<file path="src/rtl/rs_dispatch_queue.sv">
`default_nettype none
// ============================================================================
//  Module      : rs_dispatch_queue
//  Description : Reservation-station array for one functional unit. Accepts
//                renamed instructions, snoops the CDB to wake waiting operands,
//                and issues the lowest-index ready entry into a registered
//                valid/ready output slot feeding the FU.
//  Revision    : 1.0 - initial release
// ============================================================================
module rs_dispatch_queue #(
  parameter int DATA_WIDTH  = 16,
  parameter int TAG_WIDTH   = 3,
  parameter int NUM_ENTRIES = 4,
  parameter int OP_WIDTH    = 4
) (
  input  logic                                 clk,
  input  logic                                 rst,
  input  logic                                 flush,
  // issue / allocation
  input  logic                                 alloc_valid,
  output logic                                 alloc_ready,
  input  logic [OP_WIDTH-1:0]                  alloc_op,
  input  logic [TAG_WIDTH-1:0]                 alloc_dest,
  input  logic [DATA_WIDTH-1:0]                alloc_vj,
  input  logic [DATA_WIDTH-1:0]                alloc_vk,
  input  logic [TAG_WIDTH-1:0]                 alloc_qj,
  input  logic [TAG_WIDTH-1:0]                 alloc_qk,
  input  logic                                 alloc_vj_valid,
  input  logic                                 alloc_vk_valid,
  // common data bus snoop
  input  logic                                 cdb_valid,
  input  logic [TAG_WIDTH-1:0]                 cdb_tag,
  input  logic [DATA_WIDTH-1:0]                cdb_data,
  // functional unit output slot
  output logic                                 fu_valid,
  input  logic                                 fu_ready,
  output logic [OP_WIDTH-1:0]                  fu_op,
  output logic [TAG_WIDTH-1:0]                 fu_dest,
  output logic [DATA_WIDTH-1:0]                fu_vj,
  output logic [DATA_WIDTH-1:0]                fu_vk,
  output logic [$clog2(NUM_ENTRIES+1)-1:0]     free_count
);

  localparam int CNT_W = $clog2(NUM_ENTRIES + 1);
  localparam int IDX_W = $clog2(NUM_ENTRIES);

  // Entry state
  logic [NUM_ENTRIES-1:0] busy_q, busy_d;
  logic [NUM_ENTRIES-1:0] vjv_q, vjv_d;
  logic [NUM_ENTRIES-1:0] vkv_q, vkv_d;
  logic [OP_WIDTH-1:0]    op_q   [NUM_ENTRIES];
  logic [OP_WIDTH-1:0]    op_d   [NUM_ENTRIES];
  logic [TAG_WIDTH-1:0]   dest_q [NUM_ENTRIES];
  logic [TAG_WIDTH-1:0]   dest_d [NUM_ENTRIES];
  logic [DATA_WIDTH-1:0]  vj_q   [NUM_ENTRIES];
  logic [DATA_WIDTH-1:0]  vj_d   [NUM_ENTRIES];
  logic [DATA_WIDTH-1:0]  vk_q   [NUM_ENTRIES];
  logic [DATA_WIDTH-1:0]  vk_d   [NUM_ENTRIES];
  logic [TAG_WIDTH-1:0]   qj_q   [NUM_ENTRIES];
  logic [TAG_WIDTH-1:0]   qj_d   [NUM_ENTRIES];
  logic [TAG_WIDTH-1:0]   qk_q   [NUM_ENTRIES];
  logic [TAG_WIDTH-1:0]   qk_d   [NUM_ENTRIES];

  // Output slot state
  logic                   fu_valid_q, fu_valid_d;
  logic [OP_WIDTH-1:0]    fu_op_q,    fu_op_d;
  logic [TAG_WIDTH-1:0]   fu_dest_q,  fu_dest_d;
  logic [DATA_WIDTH-1:0]  fu_vj_q,    fu_vj_d;
  logic [DATA_WIDTH-1:0]  fu_vk_q,    fu_vk_d;

  // Combinational helpers
  logic [NUM_ENTRIES-1:0] ready;
  logic [NUM_ENTRIES-1:0] alloc_oh;
  logic [NUM_ENTRIES-1:0] sel_oh;
  logic                   alloc_found;
  logic                   sel_found;
  logic [IDX_W-1:0]       sel_idx;
  logic [CNT_W-1:0]       free_cnt;
  logic                   alloc_fire;
  logic                   dispatch;
  logic                   byp_j;
  logic                   byp_k;

  assign ready = busy_q & vjv_q & vkv_q;

  // Priority pick of the lowest free slot (allocation) and lowest ready slot (issue)
  always_comb begin
    alloc_oh    = '0;
    alloc_found = 1'b0;
    sel_oh      = '0;
    sel_found   = 1'b0;
    sel_idx     = '0;
    for (int i = 0; i < NUM_ENTRIES; i++) begin
      if (!busy_q[i] && !alloc_found) begin
        alloc_oh[i] = 1'b1;
        alloc_found = 1'b1;
      end
      if (ready[i] && !sel_found) begin
        sel_oh[i] = 1'b1;
        sel_idx   = IDX_W'(i);
        sel_found = 1'b1;
      end
    end
  end

  // Free-entry count from registered busy bits only, so it never sees same-cycle frees
  always_comb begin
    free_cnt = CNT_W'(NUM_ENTRIES);
    for (int i = 0; i < NUM_ENTRIES; i++) begin
      if (busy_q[i]) free_cnt = free_cnt - CNT_W'(1);
    end
  end

  assign free_count  = free_cnt;
  assign alloc_ready = (free_cnt != '0);
  assign alloc_fire  = alloc_valid & alloc_ready;
  assign dispatch    = sel_found & (~fu_valid_q | fu_ready);

  // An operand arriving on the CDB in the allocation cycle is captured directly
  assign byp_j = cdb_valid & ~alloc_vj_valid & (alloc_qj == cdb_tag);
  assign byp_k = cdb_valid & ~alloc_vk_valid & (alloc_qk == cdb_tag);

  // Next-state: wakeup, dispatch free, allocation write, output slot, flush override
  always_comb begin
    busy_d     = busy_q;
    vjv_d      = vjv_q;
    vkv_d      = vkv_q;
    op_d       = op_q;
    dest_d     = dest_q;
    vj_d       = vj_q;
    vk_d       = vk_q;
    qj_d       = qj_q;
    qk_d       = qk_q;
    fu_valid_d = fu_valid_q;
    fu_op_d    = fu_op_q;
    fu_dest_d  = fu_dest_q;
    fu_vj_d    = fu_vj_q;
    fu_vk_d    = fu_vk_q;

    for (int i = 0; i < NUM_ENTRIES; i++) begin
      if (busy_q[i] && !vjv_q[i] && cdb_valid && (qj_q[i] == cdb_tag)) begin
        vj_d[i]  = cdb_data;
        vjv_d[i] = 1'b1;
      end
      if (busy_q[i] && !vkv_q[i] && cdb_valid && (qk_q[i] == cdb_tag)) begin
        vk_d[i]  = cdb_data;
        vkv_d[i] = 1'b1;
      end
      if (dispatch && sel_oh[i]) begin
        busy_d[i] = 1'b0;
      end
      // alloc_oh only marks a slot that is free in registered state, so it
      // never collides with a dispatch or wakeup on the same entry
      if (alloc_fire && alloc_oh[i]) begin
        busy_d[i] = 1'b1;
        op_d[i]   = alloc_op;
        dest_d[i] = alloc_dest;
        qj_d[i]   = alloc_qj;
        qk_d[i]   = alloc_qk;
        vj_d[i]   = byp_j ? cdb_data : alloc_vj;
        vk_d[i]   = byp_k ? cdb_data : alloc_vk;
        vjv_d[i]  = alloc_vj_valid | byp_j;
        vkv_d[i]  = alloc_vk_valid | byp_k;
      end
    end

    if (dispatch) begin
      fu_valid_d = 1'b1;
      fu_op_d    = op_q[sel_idx];
      fu_dest_d  = dest_q[sel_idx];
      fu_vj_d    = vj_q[sel_idx];
      fu_vk_d    = vk_q[sel_idx];
    end else if (fu_ready) begin
      fu_valid_d = 1'b0;
    end

    if (flush) begin
      busy_d     = '0;
      vjv_d      = '0;
      vkv_d      = '0;
      for (int i = 0; i < NUM_ENTRIES; i++) begin
        op_d[i]   = '0;
        dest_d[i] = '0;
        vj_d[i]   = '0;
        vk_d[i]   = '0;
        qj_d[i]   = '0;
        qk_d[i]   = '0;
      end
      fu_valid_d = 1'b0;
      fu_op_d    = '0;
      fu_dest_d  = '0;
      fu_vj_d    = '0;
      fu_vk_d    = '0;
    end
  end

  // State registers with asynchronous reset
  always_ff @(posedge clk or posedge rst) begin
    if (rst) begin
      busy_q     <= '0;
      vjv_q      <= '0;
      vkv_q      <= '0;
      for (int i = 0; i < NUM_ENTRIES; i++) begin
        op_q[i]   <= '0;
        dest_q[i] <= '0;
        vj_q[i]   <= '0;
        vk_q[i]   <= '0;
        qj_q[i]   <= '0;
        qk_q[i]   <= '0;
      end
      fu_valid_q <= 1'b0;
      fu_op_q    <= '0;
      fu_dest_q  <= '0;
      fu_vj_q    <= '0;
      fu_vk_q    <= '0;
    end else begin
      busy_q     <= busy_d;
      vjv_q      <= vjv_d;
      vkv_q      <= vkv_d;
      op_q       <= op_d;
      dest_q     <= dest_d;
      vj_q       <= vj_d;
      vk_q       <= vk_d;
      qj_q       <= qj_d;
      qk_q       <= qk_d;
      fu_valid_q <= fu_valid_d;
      fu_op_q    <= fu_op_d;
      fu_dest_q  <= fu_dest_d;
      fu_vj_q    <= fu_vj_d;
      fu_vk_q    <= fu_vk_d;
    end
  end

  assign fu_valid = fu_valid_q;
  assign fu_op    = fu_op_q;
  assign fu_dest  = fu_dest_q;
  assign fu_vj    = fu_vj_q;
  assign fu_vk    = fu_vk_q;

endmodule
`default_nettype wire

</file>
<file path="config.mk">
export PLATFORM = sky130hd
export DESIGN_NAME = rs_dispatch_queue
export DESIGN_NICKNAME = d
export VERILOG_FILES = /design/src/rtl/rs_dispatch_queue.sv
export SDC_FILE = /design/constraint.sdc
export NUM_CORES = 1
export LEC_CHECK = 0
export ABC_AREA = 0
export CAP_MARGIN = 30
export CORE_ASPECT_RATIO = 1.4
export CORE_UTILIZATION = 38
export CTS_CLUSTER_SIZE = 8
export DETAILED_ROUTE_END_ITERATION = 7
export PLACE_DENSITY = 0.63
export SLEW_MARGIN = 20
export SYNTH_ARGS = -nofsm -noshare
export SYNTH_HDL_FRONTEND = slang
export SYNTH_SLANG_ARGS = --single-unit
</file>
<file path="constraint.sdc">
create_clock -name clk -period 7.08 [get_ports clk]
set_input_delay 0.708 -clock clk [delete_from_list [all_inputs] [get_ports clk]]
set_output_delay 0.708 -clock clk [all_outputs]
set_load 0.05 [all_outputs]
</file>
==> summary.txt, run 1 <==
Logic synthesis
  • Register area share after synthesis: 0.471
  • Async S/R FF share, synth: 1.00
  • Number of enable flip-flop cells after synthesis: 0
  • Mapped Cells: 1,260
  • Synth cell types: 48
  • Synthesized area: 12,300 um2
  • Post-Syn Nets: about 1,300
  • Top_reg_cell synth: dfrtp_1
  • YS warnings: 0
  • Syn avg cell area: 9.78 um2
  • Register bit total from synthesis: 232

Critical path
  • Arr. time, crit path: 3720 ps
  • CP max-delay cell: clkdlybuf4s50_1
  • CP Launch Type: flop
  • Critical path buffer and inverter count: 3
  • Worst setup path class: reg -> out
  • RR Endpoint: vk_q[48]$_DFFE_PP0P_
  • CP cell instances: fa_1 -> inv_1 -> ha_1 -> xor2_1 -> o21ai_2 -> inv_2 -> clkdlybuf4s50_1
  • Worst EP required: 6370 ps
  • Worst reg2reg path depth: 8
  • Worst Setup End Kind: primary output
  • Max stage delay on crit path: 730 ps
  • Kind of cell adding the most delay to the critical path: adder cells
  • Register-to-Register Setup Slack: 3350 ps
  • Worst R2R Start: busy_q[2]$_DFFE_PP0P_
  • Worst-path maximum fanout: 17

Place
  • Placed insts: 1,653
  • Post-DP HPWL: 23,600 um
  • GP Congestion: 0.822
  • Port bufs: 115

Status
  • Status: finished clean

Die
  • Die ar.: 33,100 um2
  • I/O pin cnt: between 100 and 150
  • Die Span X: 154 um
  • Area of the core: between 30,000 and 40,000 um2
  • Initial Util: 0.389
  • Site Rows: 77
  • Die Y: between 200 and 250 um

Final layout
  • Commonest non-fill, non-tap cell in the layout: dfrtp_1
  • Most frequent cells in the layout: dfrtp_1, nand2_1, a211oi_1, clkdlybuf4s50_1, a21oi_1
  • # diodes: 0
  • Layout Cells excl Fill: 1,691
  • Area growth from synthesis to layout: 18.8%
  • Share of layout cells above drive strength 1: 0.0934
  • Nets: 1,374

Clocking
  • CTS resizes: 0
  • Clk sink count: between 200 and 250
  • Clk_lat worst skew: 500 ps
  • Clock-pin slew on the worst setup and hold paths: 50 ps
  • CTS Buf Count: 34
  • CTS tree: done
  • Root buf cell: clkbuf_16
  • Hold Buf Count CTS: 0
  • H-tree depth: 2
  • Setup repair bufs after CTS: 0
  • Longest Clk Path Bufs: 3

Power and ir drop
  • Internal power: 2.43 mW
  • Clk network pwr share: 0.431
  • Power Dens Cells: 228 nW/um2
  • Worst VDD drop: 0.157 mV
  • Combinational Power Share: 0.145
  • Switching power of the nets: slightly above 0.9 mW
  • Net Sw Frac: 0.272
  • Leak: 6.17 nW
  • Seq pwr share: 0.425
  • Tot Pwr: 3.34 mW

Drt
  • Iteration-0 DRC Markers: 962
  • DR vias: 10,683
  • First-pass iteration count of the detailed router: 8
  • Residual DRC: 0
  • Final WL: approximately 41,000 um
  • Met2 Routed Length: about 20,000 um
  • Metal3 WL: 2610 um
  • Uppermost routed layer: met4
  • Vias per cell: between 6 and 7
  • WL per Instance: 24.1 um
  • Wl on met1: between 15,000 and 20,000 um
  • Antenna Nets Post-Route: 0

STA
  • Worst slew pin tran: 1020 ps
  • Worst clock skew: around 12 ps
  • FMAX: roughly 230 MHz
  • Final setup viols: 0
  • Minimum clock period: 4430 ps
  • Setup TNS: 0 ps
  • Final Cycle Share: 0.626
  • Worst hold margin: 505 ps
  • Final hold violation count: 0
  • RSZ-0062 raised after global routing: no
  • Pins over their slew limit: 0
  • Max_slew headroom: 0.321

Worst hold path
  • Hold Crit Class: reg -> reg
  • Hold Path End: fu_vk[0]$_DFFE_PP0P_
  • HP Start: fu_vk[0]$_DFFE_PP0P_
  • Worst hold path depth: 1

GRT
  • Vias in the first global route: 10,802
  • Gr ovfl total: 0
  • First-pass GRT wire length: 63,600 um
  • Largest net degree at the start of global routing: approximately 110
  • Total GRT Usage: 0.246
  • Initial antenna violation count: 0

Job
  • MaxCap Viol Count: 0
cells in the mapped netlist (2+ instances only):
cell type / n / share of area
a21oi_1: 91 / 0.037
o21ai_0: 17 / 0.0069
ha_1: 5 / 0.0051
nand3b_1: 6 / 0.0037
xor2_1: 20 / 0.014
o22ai_1: 41 / 0.021
a211oi_1: 162 / 0.099
inv_1: 9 / 0.0027
a22o_1: 39 / 0.028
nor4_4: 2 / 0.0035
nand3_1: 19 / 0.0077
xnor2_1: 14 / 0.010
a222oi_1: 32 / 0.026
and2b_1: 2 / 0.0012
or2_2: 2 / 0.0010
nand2_1: 166 / 0.051
buf_6: 5 / 0.0046
nand2b_1: 2 / 0.0010
dfrtp_1: 232 / 0.47
o21ai_1: 2 / 0.00081
and3b_1: 2 / 0.0014
a221oi_1: 2 / 0.0014
and3_1: 2 / 0.0010
nor2b_1: 69 / 0.035
nor3_1: 9 / 0.0037
nor2_1: 40 / 0.012
clkbuf_1: 84 / 0.026
nor4_2: 4 / 0.0041
buf_2: 45 / 0.018
and2_1: 4 / 0.0020
a211o_1: 2 / 0.0014
mux2i_1: 33 / 0.027
nand4_1: 4 / 0.0020
buf_1: 2 / 0.00061
mux2_2: 32 / 0.029
buf_4: 8 / 0.0049
a32oi_1: 39 / 0.028
flip-flops by register name, indices dropped and copies added, names as in the netlist, 12 cells and up:
signal / count
vj_q: 64
vk_q: 64
fu_vj: 16
fu_vk: 16
op_q: 16
dest_q: 12
qj_q: 12
qk_q: 12
power by group through the flow:
stage	registers, mW	clock network [mW]	logic, mW
after floorplan	1.43	0	0.319
after global placement	1.43	0	0.468
after detailed placement	1.44	0	0.478
after CTS	1.42	1.46	0.480
after global routing	1.42	1.51	0.524
final	1.42	1.44	0.482
worst max path at each step:
stage	start	endpoint	slack [ps]	depth (start not counted)
6_report	busy_q[2]$_DFFE_PP0P_	alloc_ready	2650	7
5_1_grt	busy_q[2]$_DFFE_PP0P_	alloc_ready	2490	7
4_1_cts	busy_q[2]$_DFFE_PP0P_	alloc_ready	2650	7
3_5_place_dp	busy_q[2]$_DFFE_PP0P_	alloc_ready	3170	7
3_3_place_gp	busy_q[2]$_DFFE_PP0P_	alloc_ready	3240	7
2_1_floorplan	rst	busy_q[0]$_DFFE_PP0P_	10	1
kinds of logic (layout without fill, tap and decap cells):
family	after synthesis	after routing	synth area share
AO/OA/AOI/OAI	433	433	0.253
AND/OR/NAND/NOR	336	336	0.132
flip-flops	232	232	0.471
buffers and inverters	154	190	0.0570
multiplexers	65	65	0.0561
XOR/XNOR	34	34	0.0242
adder cells (fa/ha/maj)	6	6	0.00670
stage by stage:
stage	setup slack (ps)	util	instance area, um2
3_3_place_gp	3240	0.428	13600
5_1_grt	2490	0.462	14600
4_1_cts	2650	0.460	14600
3_5_place_dp	3170	0.432	13700
6_report	2650	0.462	14600
2_1_floorplan	10.7	-	12300
worst reg2reg max path: stages, from the launching register on:
cell and delay, ps:
dfrtp_1 510, fa_1 690, inv_1 80, ha_1 230, xor2_1 290, o211a_2 770
buf_4 650, a211oi_1 150, a211oi_1 270
layout make-up:
class                      count  area, um2
fill                        2940      17100
multi-input combinational    874       5910
sequential                   232       5810
timing repair buffer         144       1490
clock buffer                  35        876
tap                          395        494
inverter                      10       45.0
clock inverter                 1       8.76
per-layer routing:
layer | up-vias | track usage
met5 | - | 0
met4 | 0 | 0.114
met3 | 106 | 0.0371
met2 | 490 | 0.412
met1 | 5362 | 0.311
li1 | 4725 | -
No activity file was read; power rests on OpenSTA's default activity.
==> run 2, diff against run 1 <==
--- a/config.mk
+++ b/config.mk
@@ -11,7 +11,7 @@
 export CORE_UTILIZATION = 38
 export CTS_CLUSTER_SIZE = 8
 export DETAILED_ROUTE_END_ITERATION = 7
-export PLACE_DENSITY = 0.63
+export PLACE_DENSITY = 0.61
 export SLEW_MARGIN = 20
 export SYNTH_ARGS = -nofsm -noshare
 export SYNTH_HDL_FRONTEND = slang
==> constraint.sdc (replaced) <==
create_clock -name clk -period 4.6 [get_ports clk]
set_input_delay 0.46 -clock clk [delete_from_list [all_inputs] [get_ports clk]]
set_output_delay 0.46 -clock clk [all_outputs]
set_load 0.05 [all_outputs]
==> summary.txt, run 2 (synthesis gave the netlist of run 1 again) <==
Final layout
  • Share of layout cells above drive strength 1: 0.0967 (+0.00334)
  • Commonest non-fill, non-tap cell in the layout: dfrtp_1
  • # fillers: 2,994 (+1.8%)
  • Area growth from synthesis to layout: 19.2%
  • Core Util, Final: 0.463 (+0.00158)
  • Layout Cells excl Fill: 1,698 (+0.41%)
  • Most frequent cells in the layout: dfrtp_1, nand2_1, a211oi_1, clkdlybuf4s50_1, a21oi_1
  • Largest registers: vj_q: 64 flops, vk_q: 64 flops
  • Post-route cell area: 14,700 um2 (+0.34%)
  • Nets: 1,380 (+0.44%)
  • # diodes: 0 (unchanged)

Place
  • GP Congestion: 0.794 (-3.4%)
  • Placed insts: 1,659 (+0.36%)
  • Placement Setup Slack: 1240 ps (-1930 ps)
  • Port bufs: 115 (unchanged)
  • Post-place instance area: 13,700 um2 (+0.24%)
  • Post-DP HPWL: 23,500 um (-0.29%)

Critical path
  • Arr. time, crit path: 3350 ps (-370 ps)
  • Crit path launch: busy_q[0]$_DFFE_PP0P_
  • Worst-path maximum fanout: 9 (-8)
  • CP Launch Type: flop
  • Worst EP required: 4140 ps (-2230 ps)
  • Worst setup path class: reg -> out
  • Worst R2R Start: busy_q[0]$_DFFE_PP0P_
  • Worst Setup End Kind: primary output

Die
  • I/O pin cnt: 116 (unchanged)
  • Die Y: 215 um (unchanged)
  • Site Rows: 77 (unchanged)
  • Die ar.: 33,100 um2 (unchanged)
  • Initial Util: 0.389 (unchanged)
  • Area of the core: 31,700 um2 (unchanged)
  • Die Span X: 154 um (unchanged)

STA
  • Final hold violation count: 0 (unchanged)
  • Final Cycle Share: 0.829
  • FMAX: 262 MHz
  • Final setup viols: 0 (unchanged)
  • Setup TNS: 0 ps (unchanged)
  • Worst hold margin: 400 ps (-104 ps)
  • Pins over their slew limit: 0 (unchanged)
  • Minimum clock period: 3810 ps
  • Max_slew headroom: 0.318 (-0.00238)
  • Worst clock skew: 18.5 ps (+6.88 ps)
  • RSZ-0062 raised after global routing: no
  • Worst slew pin tran: 1020 ps (+3.70 ps)
  • Worst Setup Slack, final: 785 ps (-1870 ps)

Clocking
  • Setup repair bufs after CTS: 0 (unchanged)
  • Clk_lat worst skew: 510 ps (about the same)
  • CTS Buf Count: 34 (unchanged)
  • Hold Buf Count CTS: 0 (unchanged)
  • CTS tree: done
  • Clk sink count: 232 (unchanged)
  • Root buf cell: clkbuf_16
  • Longest Clk Path Bufs: 3 (unchanged)
  • H-tree depth: 2 (unchanged)
  • Clock-pin slew on the worst setup and hold paths: 50 ps (about the same)
  • CTS resizes: 0 (unchanged)

GRT
  • Total GRT Usage: 0.246 (about the same)
  • Gr ovfl total: 0 (unchanged)
  • First-pass GRT wire length: 63,400 um (-0.30%)
  • Vias in the first global route: 10,805 (+0.028%)
  • Largest net degree at the start of global routing: 117 (+10%)
  • Initial antenna violation count: 0 (unchanged)

Power and ir drop
  • Tot Pwr: 5.20 mW (+56%)
  • Power Dens Cells: 354 nW/um2 (+55%)
  • Worst VDD drop: 0.226 mV (+44%)
  • Leak: 6.20 nW (+0.44%)

Drt
  • DR vias: 10,599 (-0.79%)
  • Antenna Nets Post-Route: 0 (unchanged)
  • Vias per cell: 6.24 (-1.2%)
  • Iteration-0 DRC Markers: 895 (-7.0%)
  • First-pass iteration count of the detailed router: 5 (-3)
  • WL per Instance: 23.6 um (-1.7%)
  • Final WL: 40,100 um (-1.3%)
  • Residual DRC: 0 (unchanged)

Worst hold path
  • Hold Crit Class: in -> async

Job
  • MaxCap Viol Count: 0 (unchanged)

Status
  • Status: finished clean
## run 2: report_power, final
group	total, mW	leakage [nW]	switching [mW]	internal, mW
registers	2.18	3.19	0.0482	2.13
logic	0.743	2.55	0.468	0.275
clock network	2.28	0.456	0.877	1.40
total	5.20	6.20	1.39	3.81
## run 2: critical path, cell delays in order (launching register included)
cell and delay (ps):
dfrtp_1 480, fa_1 720, inv_1 80, ha_1 230
xor2_1 300, o21ai_2 180, inv_2 80, clkdlybuf4s50_1 790
## run 2: final timing paths
check,end,slack (ps),depth (start not counted)
worst max-delay path,alloc_ready,790,7
worst min-delay path,dest_q[1]$_DFFE_PP0P_,400,2
worst max register to register,vk_q[15]$_DFFE_PP0P_,1380,6
worst min register to register,fu_dest[2]$_DFFE_PP0P_,500,1
max in group asynchronous,vk_q[62]$_DFFE_PP0P_,3220,3
min in group clk,fu_dest[2]$_DFFE_PP0P_,500,1
## run 2: area by class of cell
type / instances / area, um2 / share of cell area
multi-input combinational: 874 / 5910 / 0.402
sequential: 232 / 5810 / 0.395
timing repair buffer: 150 / 1510 / 0.103
inverter: 10 / 41.3 / 0.00281
tap: 395 / 494 / 0.0337
clock buffer: 37 / 926 / 0.0631
## run 2: layer usage
| metal | vias to the layer above | global-route usage | wire length (um) |
|---|---|---|---|
| met2 | 436 | 0.409 | 19600 |
| met1 | 5339 | 0.317 | 16500 |
| met4 | 0 | 0.104 | 1500 |
| met5 | - | 0 | 0 |
| met3 | 89 | 0.0357 | 2500 |
| li1 | 4735 | - | - |
==> run 3, diff against run 2 <==
--- a/config.mk
+++ b/config.mk
@@ -11,7 +11,7 @@
 export CORE_UTILIZATION = 38
 export CTS_CLUSTER_SIZE = 8
 export DETAILED_ROUTE_END_ITERATION = 7
-export PLACE_DENSITY = 0.61
+export PLACE_DENSITY = 0.63
 export SLEW_MARGIN = 20
 export SYNTH_ARGS = -nofsm -noshare
 export SYNTH_HDL_FRONTEND = slang
==> constraint.sdc (replaced) <==
create_clock -name clk -period 3.5 [get_ports clk]
set_input_delay 0.35 -clock clk [delete_from_list [all_inputs] [get_ports clk]]
set_output_delay 0.35 -clock clk [all_outputs]
set_load 0.05 [all_outputs]
==> summary.txt, run 3 (synthesis gave the netlist of run 1 again) <==
Status
  • Status: finished clean

Final layout
  • # fillers: 2,884 (-3.7%)
  • Post-route cell area: 14,800 um2 (+0.91%)
  • Share of layout cells above drive strength 1: 0.104 (+0.00764)
  • Commonest non-fill, non-tap cell in the layout: dfrtp_1
  • Most frequent cells in the layout: dfrtp_1, nand2_1, a211oi_1, clkdlybuf4s50_1, a21oi_1
  • # diodes: 0 (unchanged)
  • Nets: 1,390 (+0.72%)
  • Largest registers: vj_q: 64 flops, vk_q: 64 flops
  • Area growth from synthesis to layout: 20.3%

Clocking
  • Clk sink count: 232 (unchanged)
  • Root buf cell: clkbuf_16
  • Longest Clk Path Bufs: 3 (unchanged)
  • CTS Buf Count: 34 (unchanged)
  • CTS tree: done
  • Clock-pin slew on the worst setup and hold paths: 50 ps (about the same)
  • H-tree depth: 2 (unchanged)
  • Clk_lat worst skew: 510 ps (about the same)
  • Setup repair bufs after CTS: 0 (unchanged)

GRT
  • Initial antenna violation count: 0 (unchanged)
  • Gr ovfl total: 0 (unchanged)
  • Total GRT Usage: 0.243 (-0.00223)
  • Largest net degree at the start of global routing: 167 (+43%)
  • Vias in the first global route: 10,843 (+0.35%)
  • First-pass GRT wire length: 63,200 um (-0.30%)

Power and ir drop
  • Power Dens Cells: 461 nW/um2 (+30%)
  • Tot Pwr: 6.83 mW (+31%)
  • Leak: 6.27 nW (+1.1%)
  • Worst VDD drop: 0.362 mV (+60%)

Critical path
  • Worst-path maximum fanout: 11 (+2)
  • Kind of cell adding the most delay to the critical path: adder cells
  • Arr. time, crit path: 3030 ps (-320 ps)
  • Worst reg2reg path depth: 9 (+3)
  • CP cell instances: fa_1 -> inv_1 -> ha_1 -> xor2_1 -> o21ai_4 -> inv_2 -> buf_12
  • Max stage delay on crit path: 710 ps (-80 ps)
  • Worst EP required: 3150 ps (-990 ps)
  • Register-to-Register Setup Slack: 390 ps (-990 ps)
  • RR Endpoint: vj_q[19]$_DFFE_PP0P_
  • CP Launch Type: flop
  • Worst Setup End Kind: primary output
  • Worst setup path class: reg -> out
  • Worst R2R Start: busy_q[0]$_DFFE_PP0P_
  • CP max-delay cell: fa_1
  • Critical path buffer and inverter count: 3 (unchanged)

Drt
  • DR vias: 10,667 (+0.64%)
  • WL per Instance: 23.3 um (-1.6%)
  • First-pass iteration count of the detailed router: 8 (+3)
  • Final WL: 39,700 um (-1.0%)
  • Iteration-0 DRC Markers: 1,181 (+32%)
  • Antenna Nets Post-Route: 0 (unchanged)
  • Vias per cell: 6.25 (about the same)
  • Residual DRC: 0 (unchanged)

Place
  • GP Congestion: 0.814 (+2.5%)
  • Post-place instance area: 13,900 um2 (+1.1%)
  • Post-DP HPWL: 24,400 um (+3.7%)
  • Port bufs: 115 (unchanged)

STA
  • Worst clock skew: 7.57 ps (-11.0 ps)
  • Max_slew headroom: 0.425 (+0.106)
  • Final setup viols: 0 (unchanged)
  • Pins over their slew limit: 0 (unchanged)
  • Minimum clock period: 3380 ps
  • Setup TNS: 0 ps (unchanged)
  • Final Cycle Share: 0.965
  • FMAX: 296 MHz
  • RSZ-0062 raised after global routing: yes
  • Final hold violation count: 0 (unchanged)
  • Worst slew pin tran: 863 ps (-160 ps)

Worst hold path
  • Hold Crit Class: in -> reg
  • Worst hold path depth: 2
  • HP Start: flush
  • Hold Path End: vj_q[15]$_DFFE_PP0P_

Die
  • Die ar.: 33,100 um2 (unchanged)
  • Die Span X: 154 um (unchanged)
  • Initial Util: 0.389 (unchanged)
  • Die Y: 215 um (unchanged)
  • Site Rows: 77 (unchanged)
  • Area of the core: 31,700 um2 (unchanged)
  • I/O pin cnt: 116 (unchanged)

Job
  • MaxCap Viol Count: 0 (unchanged)
run 3: repair_timing:
| action | in CTS | in global routing |
|---|---|---|
| endpoints found under the hold margin | 0 | 0 |
| hold buffers | 0 | 0 |
| endpoints found under the setup margin | 0 | 2 |
| resized for setup | 0 | 2 |
run 3: metal layers:
layer | vias to the layer above | GRT usage | share of wire
li1 | 4769 | - | -
met1 | 5340 | 0.314 | 0.41
met2 | 469 | 0.403 | 0.49
met3 | 89 | 0.0313 | 0.062
met4 | 0 | 0.115 | 0.039
met5 | - | 0 | 0
run 3: report_power, final:
group	switching (mW)	internal (mW)	total, mW
registers	0.0614	2.80	2.86
logic	0.621	0.383	1.00
clock network	1.12	1.84	2.96
total	1.80	5.02	6.83
run 3: worst max-delay path by stage:
| stage | cells past startpoint | from | to |
|---|---|---|---|
| 4_1_cts | 7 | busy_q[0]$_DFFE_PP0P_ | alloc_ready |
| 3_5_place_dp | 9 | busy_q[0]$_DFFE_PP0P_ | vj_q[26]$_DFFE_PP0P_ |
| 5_1_grt | 7 | busy_q[0]$_DFFE_PP0P_ | alloc_ready |
| 6_report | 7 | busy_q[0]$_DFFE_PP0P_ | alloc_ready |
| 2_1_floorplan | 1 | rst | busy_q[0]$_DFFE_PP0P_ |
| 3_3_place_gp | 9 | busy_q[0]$_DFFE_PP0P_ | vk_q[17]$_DFFE_PP0P_ |
run 3: area by class of cell:
type	count	area [um2]	area share
inverter	10	41.3	0.00279
tap	395	494	0.0334
timing repair buffer	160	1640	0.111
sequential	232	5810	0.392
multi-input combinational	874	5910	0.399
clock buffer	37	926	0.0625
run 3: through the flow:
stage	utilization	hold WS, ps	setup WS, ps	instances
final	0.467	203	123	1708
after detailed placement	0.438	494	459	1671
after CTS	0.467	183	25.5	1708
after global placement	0.438	495	508	1671
after global routing	0.467	199	-23.7	1708
after floorplan	-	481	114	1260
run 3: worst reg2reg max path, delay by kind of cell, from the launching register on:
family | cells | cell delay [ps]
adder cells (fa/ha/maj) | 2 | 940
buffers and inverters | 3 | 660
AO/OA/AOI/OAI | 3 | 550
flip-flops | 1 | 480
XOR/XNOR | 1 | 380
